File: config.mk
export PLATFORM = sky130hd
export DESIGN_NAME = spi_cmd_rx
export DESIGN_NICKNAME = d
export VERILOG_FILES = /design/src/rtl/spi_cmd_pkg.sv /design/src/rtl/sync_edge.sv /design/src/rtl/spi_cmd_rx.sv
export SDC_FILE = /design/constraint.sdc
export NUM_CORES = 1
export LEC_CHECK = 0
export ABC_CLOCK_PERIOD_IN_PS = 2300
export BUFFER_PORTS_ARGS = -buffer_cell sky130_fd_sc_hd__buf_2
export CORE_MARGIN = 1.5
export CORE_UTILIZATION = 57
export CTS_CLUSTER_DIAMETER = 100
export DETAILED_ROUTE_END_ITERATION = 7
export PLACE_DENSITY = 0.79
export SLEW_MARGIN = 20
export SYNTH_ARGS = -nofsm -noshare
export SYNTH_HDL_FRONTEND = slang
export SYNTH_SLANG_ARGS = --single-unit
export TNS_END_PERCENT = 50
File: constraint.sdc
create_clock -name clk -period 2.3 [get_ports clk]
set_input_delay 0.115 -clock clk [delete_from_list [all_inputs] [get_ports clk]]
set_output_delay 0.115 -clock clk [all_outputs]
set_load 0.005 [all_outputs]
File: src/rtl/spi_cmd_pkg.sv
// Shared constants, FSM state type and draw-command layout for the SPI
// draw-command receiver.
package spi_cmd_pkg;

   localparam int unsigned H_ACTIVE = 640;
   localparam int unsigned V_ACTIVE = 480;
   localparam int unsigned CMD_BITS = 24;
   localparam int unsigned CNT_W    = 5;
   localparam int unsigned ECHO_W   = 8;
   localparam int unsigned X_W      = 10;
   localparam int unsigned Y_W      = 10;
   localparam int unsigned COLOR_W  = 3;

   localparam logic [ECHO_W-1:0] ECHO_INIT = 8'hA5;

   typedef enum logic {
      IDLE  = 1'b0,
      SHIFT = 1'b1
   } rx_state_e;

   // Bit order matches the wire format: brush is the first bit received.
   typedef struct packed {
      logic               brush;
      logic [COLOR_W-1:0] color;
      logic [X_W-1:0]     x;
      logic [Y_W-1:0]     y;
   } draw_cmd_t;

   function automatic logic cmd_in_range(input draw_cmd_t c);
      return (32'(c.x) < H_ACTIVE) && (32'(c.y) < V_ACTIVE);
   endfunction

endpackage

File: src/rtl/sync_edge.sv
// Two-flop synchroniser for an asynchronous level, plus single-cycle
// rise/fall pulses derived from the synchronised value.
module sync_edge #(
   parameter logic RST_VAL = 1'b0
) (
   input  logic clk,
   input  logic reset,
   input  logic i_async,
   output logic o_sync,
   output logic o_rise_c,
   output logic o_fall_c
);

   logic r_meta;
   logic r_sync;
   logic r_prev;

   always_ff @(posedge clk) begin
      if (!reset) begin
         r_meta <= RST_VAL;
         r_sync <= RST_VAL;
         r_prev <= RST_VAL;
      end else begin
         r_meta <= i_async;
         r_sync <= r_meta;
         r_prev <= r_sync;
      end
   end

   assign o_sync   = r_sync;
   assign o_rise_c = r_sync & ~r_prev;
   assign o_fall_c = ~r_sync & r_prev;

endmodule

File: src/rtl/spi_cmd_rx.sv
// SPI mode-0 slave that assembles 24-bit draw commands, range-checks them and
// echoes the received byte stream (A5 lead-in) back on sdo.
module spi_cmd_rx
   import spi_cmd_pkg::*;
#(
   parameter int unsigned SCK_DIV_MIN = 8
) (
   input  logic               clk,
   input  logic               reset,
   input  logic               sck,
   input  logic               sdi,
   input  logic               cs_n,
   output logic               sdo,
   output logic               cmd_valid,
   output logic [X_W-1:0]     cmd_x,
   output logic [Y_W-1:0]     cmd_y,
   output logic [COLOR_W-1:0] cmd_color,
   output logic               cmd_brush,
   output logic               frame_err
);

   logic w_sck_sync, w_sck_rise_c, w_sck_fall_c;
   logic w_cs_sync, w_cs_rise_c, w_cs_fall_c;

   sync_edge #(.RST_VAL(1'b0)) u_sck_sync (
      .clk      (clk),
      .reset    (reset),
      .i_async  (sck),
      .o_sync   (w_sck_sync),
      .o_rise_c (w_sck_rise_c),
      .o_fall_c (w_sck_fall_c)
   );

   sync_edge #(.RST_VAL(1'b1)) u_cs_sync (
      .clk      (clk),
      .reset    (reset),
      .i_async  (cs_n),
      .o_sync   (w_cs_sync),
      .o_rise_c (w_cs_rise_c),
      .o_fall_c (w_cs_fall_c)
   );

   // sdi gets the same two-flop latency as sck so it lines up with the rise pulse.
   logic r_sdi_meta, r_sdi_sync;

   always_ff @(posedge clk) begin
      if (!reset) begin
         r_sdi_meta <= 1'b0;
         r_sdi_sync <= 1'b0;
      end else begin
         r_sdi_meta <= sdi;
         r_sdi_sync <= r_sdi_meta;
      end
   end

   rx_state_e              r_state, w_state_nxt;
   logic [CNT_W-1:0]       r_bit_cnt;
   logic [CMD_BITS-1:0]    r_shift;
   logic [ECHO_W-1:0]      r_echo;
   draw_cmd_t              r_cmd;
   logic                   r_valid;
   logic                   r_err;

   logic                   w_enter_c, w_exit_c, w_abort_c;
   logic                   w_shift_en_c, w_word_done_c, w_echo_en_c;
   logic [CMD_BITS-1:0]    w_shift_nxt;
   draw_cmd_t              w_cmd;

   assign w_shift_nxt = {r_shift[CMD_BITS-2:0], r_sdi_sync};
   assign w_cmd       = draw_cmd_t'(w_shift_nxt);

   always_ff @(posedge clk) begin
      if (!reset) r_state <= IDLE;
      else        r_state <= w_state_nxt;
   end

   // Frame control: sck edges only matter while the frame is open.
   always_comb begin
      w_state_nxt   = r_state;
      w_enter_c     = 1'b0;
      w_exit_c      = 1'b0;
      w_abort_c     = 1'b0;
      w_shift_en_c  = 1'b0;
      w_word_done_c = 1'b0;
      w_echo_en_c   = 1'b0;
      case (r_state)
         IDLE: begin
            if (!w_cs_sync) begin
               w_state_nxt = SHIFT;
               w_enter_c   = 1'b1;
            end
         end
         SHIFT: begin
            if (w_cs_sync) begin
               w_state_nxt = IDLE;
               w_exit_c    = 1'b1;
               w_abort_c   = (r_bit_cnt != '0);
            end else begin
               w_shift_en_c  = w_sck_rise_c;
               w_word_done_c = w_sck_rise_c && (r_bit_cnt == CNT_W'(CMD_BITS - 1));
               w_echo_en_c   = w_sck_fall_c;
            end
         end
         default: w_state_nxt = IDLE;
      endcase
   end

   always_ff @(posedge clk) begin
      if (!reset) begin
         r_bit_cnt <= '0;
         r_shift   <= '0;
         r_echo    <= '0;
         r_cmd     <= '0;
         r_valid   <= 1'b0;
         r_err     <= 1'b0;
      end else begin
         r_valid <= 1'b0;
         if (w_shift_en_c) begin
            r_shift   <= w_shift_nxt;
            r_bit_cnt <= w_word_done_c ? '0 : r_bit_cnt + CNT_W'(1);
         end
         if (w_exit_c)  r_bit_cnt <= '0;
         if (w_abort_c) r_err     <= 1'b1;
         if (w_word_done_c) begin
            if (cmd_in_range(w_cmd)) begin
               r_cmd   <= w_cmd;
               r_valid <= 1'b1;
            end else begin
               r_err   <= 1'b1;
            end
         end
         // A fall with the count on a byte boundary follows a completed byte.
         if (w_enter_c)
            r_echo <= ECHO_INIT;
         else if (w_exit_c)
            r_echo <= '0;
         else if (w_echo_en_c)
            r_echo <= (r_bit_cnt[2:0] == 3'd0) ? r_shift[ECHO_W-1:0]
                                               : {r_echo[ECHO_W-2:0], 1'b0};
      end
   end

   logic w_div_ok_c;
   logic w_unused_c;
   assign w_div_ok_c = (SCK_DIV_MIN >= 32'd4);
   assign w_unused_c = ^{w_sck_sync, w_cs_rise_c, w_cs_fall_c,
                         r_shift[CMD_BITS-1], w_div_ok_c};

   assign sdo       = r_echo[ECHO_W-1];
   assign cmd_valid = r_valid;
   assign cmd_x     = r_cmd.x;
   assign cmd_y     = r_cmd.y;
   assign cmd_color = r_cmd.color;
   assign cmd_brush = r_cmd.brush;
   assign frame_err = r_err;

endmodule

==> flow_metrics.env, run 1 <==
export IMPL_syn_num_nets=315
export IMPL_cts_max_level=3
export IMPL_power_leakage_nw=1.24
export IMPL_min_period_ns=1.68
export IMPL_clk_path_buf_depth=2
export IMPL_fin_tns_setup_ns=0
export IMPL_cts_made_buffers=9
export IMPL_drt_iter0_markers=102
export IMPL_vias_per_cell=5.14
export IMPL_die_h_um=73.2
export IMPL_fmax_mhz=597
export IMPL_synth_area_leaders="dfxtp_1 50%, nand2_1 13%, mux2i_1 11%"
export IMPL_status="completed"
export IMPL_finalNetCount=349
export IMPL_fin_skew_ns=0.00400
export IMPL_core_area_mm2=0.00472
export IMPL_top_usage_layer="met2"
export IMPL_met1_usage_pct=24.0
export IMPL_vias=2113
export IMPL_power_switching_mw=0.455
export IMPL_first_global_vias=1964
export IMPL_crit_type="reg2reg"
export IMPL_use_met2_pct=35.2
export IMPL_ys_warn_count=0
export IMPL_slew_viol_final=0
export IMPL_p_sw_share_pct=20.6
export IMPL_crit_fanout=14
export IMPL_final_cell_mix="97 x nand2_1, 70 x dfxtp_1, 31 x mux2i_1, 31 x buf_2, 23 x a21boi_0"
export IMPL_io_pins=32
export IMPL_grt_ovfl_total=0
export IMPL_power_share_sequential_pct=55.7
export IMPL_ys_types=35
export IMPL_relSlewSlack_pct=65.7
export IMPL_min_path_type="in2reg"
export IMPL_required_ns=2.56
export IMPL_final_common_cell="nand2_1"
export IMPL_place_congestion=0.805
export IMPL_hold_violations=0
export IMPL_irDropWorstVdd_mv=0.412
export IMPL_post_route_period_util_pct=72.9
export IMPL_start_util_pct=59.5
export IMPL_layout_drive_gt1_share_pct=16.0
export IMPL_r2r_cells=5
export IMPL_clk_latency_ns=0.33
export IMPL_totalWireLength_um=5100
export IMPL_cts_sinks=70
export IMPL_port_buffers=31
export IMPL_drc=0
export IMPL_syn_inst=306
export IMPL_clkPwrFrac_pct=41.7
export IMPL_setup_slack_ns=0.624
export IMPL_rrSetupSlack_ns=0.62
export IMPL_worst_setup_path_end_kind="flip-flop"
export IMPL_antenna_cells=0
export IMPL_grt_total_usage_pct=20.8
export IMPL_pre_cts_slack_ns=0.618
export IMPL_dieArea_mm2=0.00536
export IMPL_register_area_mm2=0.00140
export IMPL_rsz0062_at_grt="no"
export IMPL_dpl_hpwl_um=3340
export IMPL_grt_met3_usage_pct=4.28
export IMPL_cts_root_buf="clkbuf_8"
export IMPL_grt_max_degree=48
export IMPL_p_int_mw=1.75
export IMPL_startpoint_type="flip-flop"
export IMPL_cts_tree="yes"
export IMPL_synth_avg_cell_area_um2=9.18
export IMPL_setup_viol=0
export IMPL_die_w_um=73.2
export IMPL_yosysTopAreaCell="dfxtp_1"
export IMPL_antenna_found_initial=0
export IMPL_area_growth_pct=15.0
export IMPL_grt_pass1_wl_um=8500
export IMPL_path_clk_slew_ns=0.07
export IMPL_tightest_slew_ns=0.515
export IMPL_num_rows=25
export IMPL_fillers=388
export IMPL_whs_path_depth=3
export IMPL_drtPass1Iterations=6
export IMPL_synth_seq_cells=70
export IMPL_pwr_share_comb_pct=2.6
export IMPL_avgRoutedWirePerCell_um=12.4
export IMPL_netlist_area_mm2=0.00281
export IMPL_critPathArrivalTime_ns=1.93
export IMPL_multi_input_area_mm2=0.00131
export IMPL_yosysTopAreaCellShare_pct=49.9
export IMPL_p_per_area_mw_per_mm2=683
export IMPL_ant_nets=0
export IMPL_maxCapViolCount=0
export IMPL_yosysSeqAreaShare_pct=49.9
## state kept, by name, indices dropped and copies added (netlist names), 3 cells and up
name and cells:
r_shift 23, cmd_x 10, r_bit_cnt 5, cmd_y 10, r_echo 8, cmd_color 3
## critical path, stage by stage (launching register included)
cell and delay [ns]:
dfxtp_1 0.44, and4bb_4 0.29, nand4_4 0.14, nor3_4 0.22, buf_4 0.28, mux2i_1 0.23
## power groups by stage
| stage | Combinational [mW] | Clock, mW | Sequential (mW) |
|---|---|---|---|
| after floorplan | 0.0399 | 0 | 1.26 |
| after global placement | 0.0534 | 0 | 1.26 |
| after detailed placement | 0.0539 | 0 | 1.26 |
| after CTS | 0.0580 | 0.938 | 1.23 |
| after global routing | 0.0635 | 0.994 | 1.23 |
| final | 0.0570 | 0.921 | 1.23 |
## what timing repair did
action,4_1_cts,5_1_grt
endpoints found under the hold margin,3,0
resized for setup,0,0
hold buffers,3,0
setup buffers,0,0
## cell usage after synthesis
master,instances
nor2_1,9
clkbuf_1,12
nand4_4,1
o31a_1,1
mux2i_1,31
a41o_1,1
buf_1,2
buf_2,2
nor4bb_1,1
o21ai_0,4
a21boi_0,23
and3_1,1
and2_1,5
ha_1,4
nand2b_1,5
nand3_1,3
nand2_1,97
a211oi_1,4
or4b_1,1
or2_2,1
nor3_4,1
o311a_1,1
nand4_1,2
and4_1,1
o21a_1,1
nor2b_1,3
o211a_1,3
buf_6,2
a21oi_1,4
and4bb_4,1
nand4bb_1,1
inv_1,5
dfxtp_1,70
xor2_1,2
nor3_1,1
## path summary, 6_finish.rpt
kind | startpoint | to
setup / recovery | r_state | cmd_y[8]
hold / removal | reset | r_bit_cnt[4]
setup reg to reg | r_state | cmd_y[8]
hold reg to reg | u_cs_sync.r_meta | u_cs_sync.o_sync
## final cells by class
class,instances,share of cell area [%]
Sequential cell,70,43.3
Inverter,5,0.580
Timing Repair Buffer,41,7.35
Multi-Input combinational cell,213,40.4
Tap cell,67,2.59
Clock buffer,15,5.77
## cells by family (layout without fill, tap and decap cells)
kind of cell / after synthesis / count (layout) / synth area share (%)
fa+ha+maj: 4 / 4 / 1.78
mux: 31 / 31 / 11.0
simple gates: 134 / 134 / 22.0
xor+xnor: 2 / 2 / 0.623
compound gates: 42 / 42 / 11.0
buf+inv: 23 / 61 / 3.70
flops: 70 / 70 / 49.9
## stage by stage
stage	std cells	hold slack (ns)	util (%)	instance area, um2	power (mW)
floorplan	306	0.216	-	2810	1.30
global placement	393	0.296	63.9	3020	1.31
detailed placement	393	0.313	63.9	3020	1.31
CTS	411	0.193	68.5	3230	2.23
global route	411	0.221	68.5	3230	2.29
finish	411	0.200	68.5	3230	2.21
## metal layers
layer  vias up  share of wire, %
met3        12               3.3
met4         0               1.8
met5         -                 0
li1       1087                 -
met1       979                48
met2        35                47
No activity file was read; power rests on OpenSTA's default activity.
==> run 2, diff against run 1 <==
ABC_AREA = 1   (was not set)
ABC_CLOCK_PERIOD_IN_PS = 1700   (was 2300)
clock period = 1.7 ns   (was 2.3 ns; I/O delays follow)
==> flow_metrics.env, run 2 <==
export IMPL_synth_ff_type="dfxtp_1"
export IMPL_yosysMostFrequentCell="dfxtp_1"
export IMPL_tightest_slew_ns=0.317
export IMPL_ys_types=24
export IMPL_syn_inst=370
export IMPL_crit_slowest_cell="dfxtp_1"
export IMPL_start_util_pct=59.1
export IMPL_synth_edf_count=0
export IMPL_vias_per_cell=4.85
export IMPL_io_pins=32
export IMPL_antenna_found_initial=0
export IMPL_yosysSeqAreaShare_pct=50.2
export IMPL_fin_tns_setup_ns=0
export IMPL_grt_total_usage_pct=21.3
export IMPL_worst_setup_path_end_kind="flip-flop"
export IMPL_drt_iter0_markers=174
export IMPL_ant_nets=0
export IMPL_regMostFlops="r_shift"
export IMPL_min_period_ns=1.45
export IMPL_critical_path_top_delay_family="simple AND/OR/NAND/NOR gates"
export IMPL_register_area_mm2=0.00140
export IMPL_ctsResizeCount=0
export IMPL_critPathArrivalTime_ns=1.70
export IMPL_crit_reg2reg_launch="r_bit_cnt[1]"
export IMPL_place_congestion=0.844
export IMPL_drc=0
export IMPL_cts_made_buffers=9
export IMPL_place_area_mm2=0.00302
export IMPL_grt_max_degree=53
export IMPL_largest_reg_flops=23
export IMPL_min_path_type="in2reg"
export IMPL_synth_avg_cell_area_um2=7.54
export IMPL_status="completed"
export IMPL_placedCellCount=457
export IMPL_p_per_area_mw_per_mm2=935
export IMPL_num_rows=25
export IMPL_final_cell_mix="70 x dfxtp_1, 60 x nor2_1, 55 x nand2_1"
export IMPL_rsz0062_at_grt="no"
export IMPL_final_area_mm2=0.00324
export IMPL_irDropWorstVdd_mv=0.627
export IMPL_first_global_vias=2034
export IMPL_cts_max_level=3
export IMPL_grt_ovfl_total=0
export IMPL_fin_skew_ns=0.00431
export IMPL_port_buffers=31
export IMPL_maxCapViolCount=0
export IMPL_cts_root_buf="clkbuf_8"
export IMPL_post_route_period_util_pct=85.4
export IMPL_synth_area_leaders="dfxtp_1 50%, nor2_1 8.1%, nand2_1 7.4%"
export IMPL_synth_common_cells="70 x dfxtp_1, 60 x nor2_1, 55 x nand2_1, 44 x inv_1, 41 x a21oi_1"
export IMPL_final_common_cell="dfxtp_1"
export IMPL_multi_input_area_mm2=0.00112
export IMPL_crit_buf_inv=2
export IMPL_totalWireLength_um=5140
export IMPL_finalNetCount=413
export IMPL_startpoint_type="flip-flop"
export IMPL_crit_top_cell="nand2_1"
export IMPL_dieArea_mm2=0.00532
export IMPL_stdcell_count=475
export IMPL_syn_num_nets=379
export IMPL_clk_latency_ns=0.34
export IMPL_synth_async_sr_flop_share_pct=0
export IMPL_drtPass1Iterations=5
export IMPL_fillers=414
export IMPL_dpl_hpwl_um=3500
export IMPL_antenna_cells=0
export IMPL_crit_type="reg2reg"
export IMPL_die_h_um=73.0
export IMPL_cts_tree="yes"
export IMPL_synth_seq_cells=70
export IMPL_clk_path_buf_depth=2
export IMPL_slew_viol_final=0
export IMPL_yosysTopAreaCell="dfxtp_1"
export IMPL_avgRoutedWirePerCell_um=10.8
export IMPL_power_leakage_nw=1.45
export IMPL_worst_path_largest_cell_delay_ns=0.36
export IMPL_grt_pass1_wl_um=8650
export IMPL_required_ns=1.94
export IMPL_setup_viol=0
export IMPL_hold_start="reset"
export IMPL_critPathLaunch="r_bit_cnt[1]"
export IMPL_crit_fanout=23
export IMPL_cts_setup_buffers=0
export IMPL_hold_violations=0
export IMPL_core_area_mm2=0.00472
export IMPL_yosysTopAreaCellShare_pct=50.2
export IMPL_layout_drive_gt1_share_pct=15.9
export IMPL_cts_sinks=70
export IMPL_fmax_mhz=689
export IMPL_area_growth_pct=16.1
export IMPL_path_clk_slew_ns=0.07
export IMPL_die_w_um=73.0
export IMPL_relSlewSlack_pct=78.9
export IMPL_vias=2306
export IMPL_path_cells="ha_1 -> nand2_1 -> inv_2 -> nand3_2 -> nor2_4 -> buf_12 -> nand3_1 -> nand2_1 -> nor2_1"
export IMPL_netlist_area_mm2=0.00279
export IMPL_ys_warn_count=0
run 2: layout make-up:
class / instances / share of cell area [%]
flip-flops and latches: 70 / 43.2
clock inverters: 5 / 1.54
multi-input cells: 236 / 34.7
inverters: 47 / 5.44
repair buffers: 40 / 8.26
clock buffers: 10 / 4.25
well taps: 67 / 2.59
run 2: path summary, 6_finish.rpt:
path | slack, ns | to | cells after the start
setup / recovery | 0.25 | cmd_x[3] | 9
hold / removal | 0.13 | cmd_y[4] | 3
setup reg to reg | 0.25 | cmd_x[3] | 9
hold reg to reg | 0.42 | u_cs_sync.o_sync | 1
run 2: routing by layer:
metal	wire (um)	vias to the layer above	track usage, %
met4	100	0	11.5
met2	2320	53	33.9
met5	0	-	0
li1	-	1239	-
met1	2520	1003	26.7
met3	197	11	4.97
run 2: cell families (layout without fill, tap and decap cells):
group	Yosys count	in the layout	synth area share [%]
AOI/OAI and AO/OA	79	79	14.3
adders and majority gates	4	4	1.79
buffers and inverters	64	102	9.51
DFF	70	70	50.2
and+or+nand+nor	153	153	24.2
run 2: through the flow:
stage	util, %	hold slack, ns	setup slack, ns	total power, mW
floorplan	-	0.183	0.383	1.76
global placement	64.0	0.270	0.347	1.78
detailed placement	64.0	0.268	0.280	1.78
CTS	68.6	0.117	0.264	3.07
global route	68.6	0.141	0.125	3.15
finish	68.6	0.127	0.248	3.03
run 2: repair_timing:
item                                   CTS  global route
endpoints found under the hold margin    3             0
hold buffers                             3             0
setup endpoints to repair                0             0
run 2: tightest hold or removal path, delay by kind of cell:
family / cells / cell delay [ns]
buf+inv: 1 / 0.20
simple gates: 2 / 0.13
run 2: power breakdown:
| group | internal (mW) | total [mW] | switching, mW |
|---|---|---|---|
| Combinational | 0.0313 | 0.0845 | 0.0532 |
| Clock | 0.698 | 1.28 | 0.583 |
| Sequential | 1.65 | 1.66 | 0.00826 |
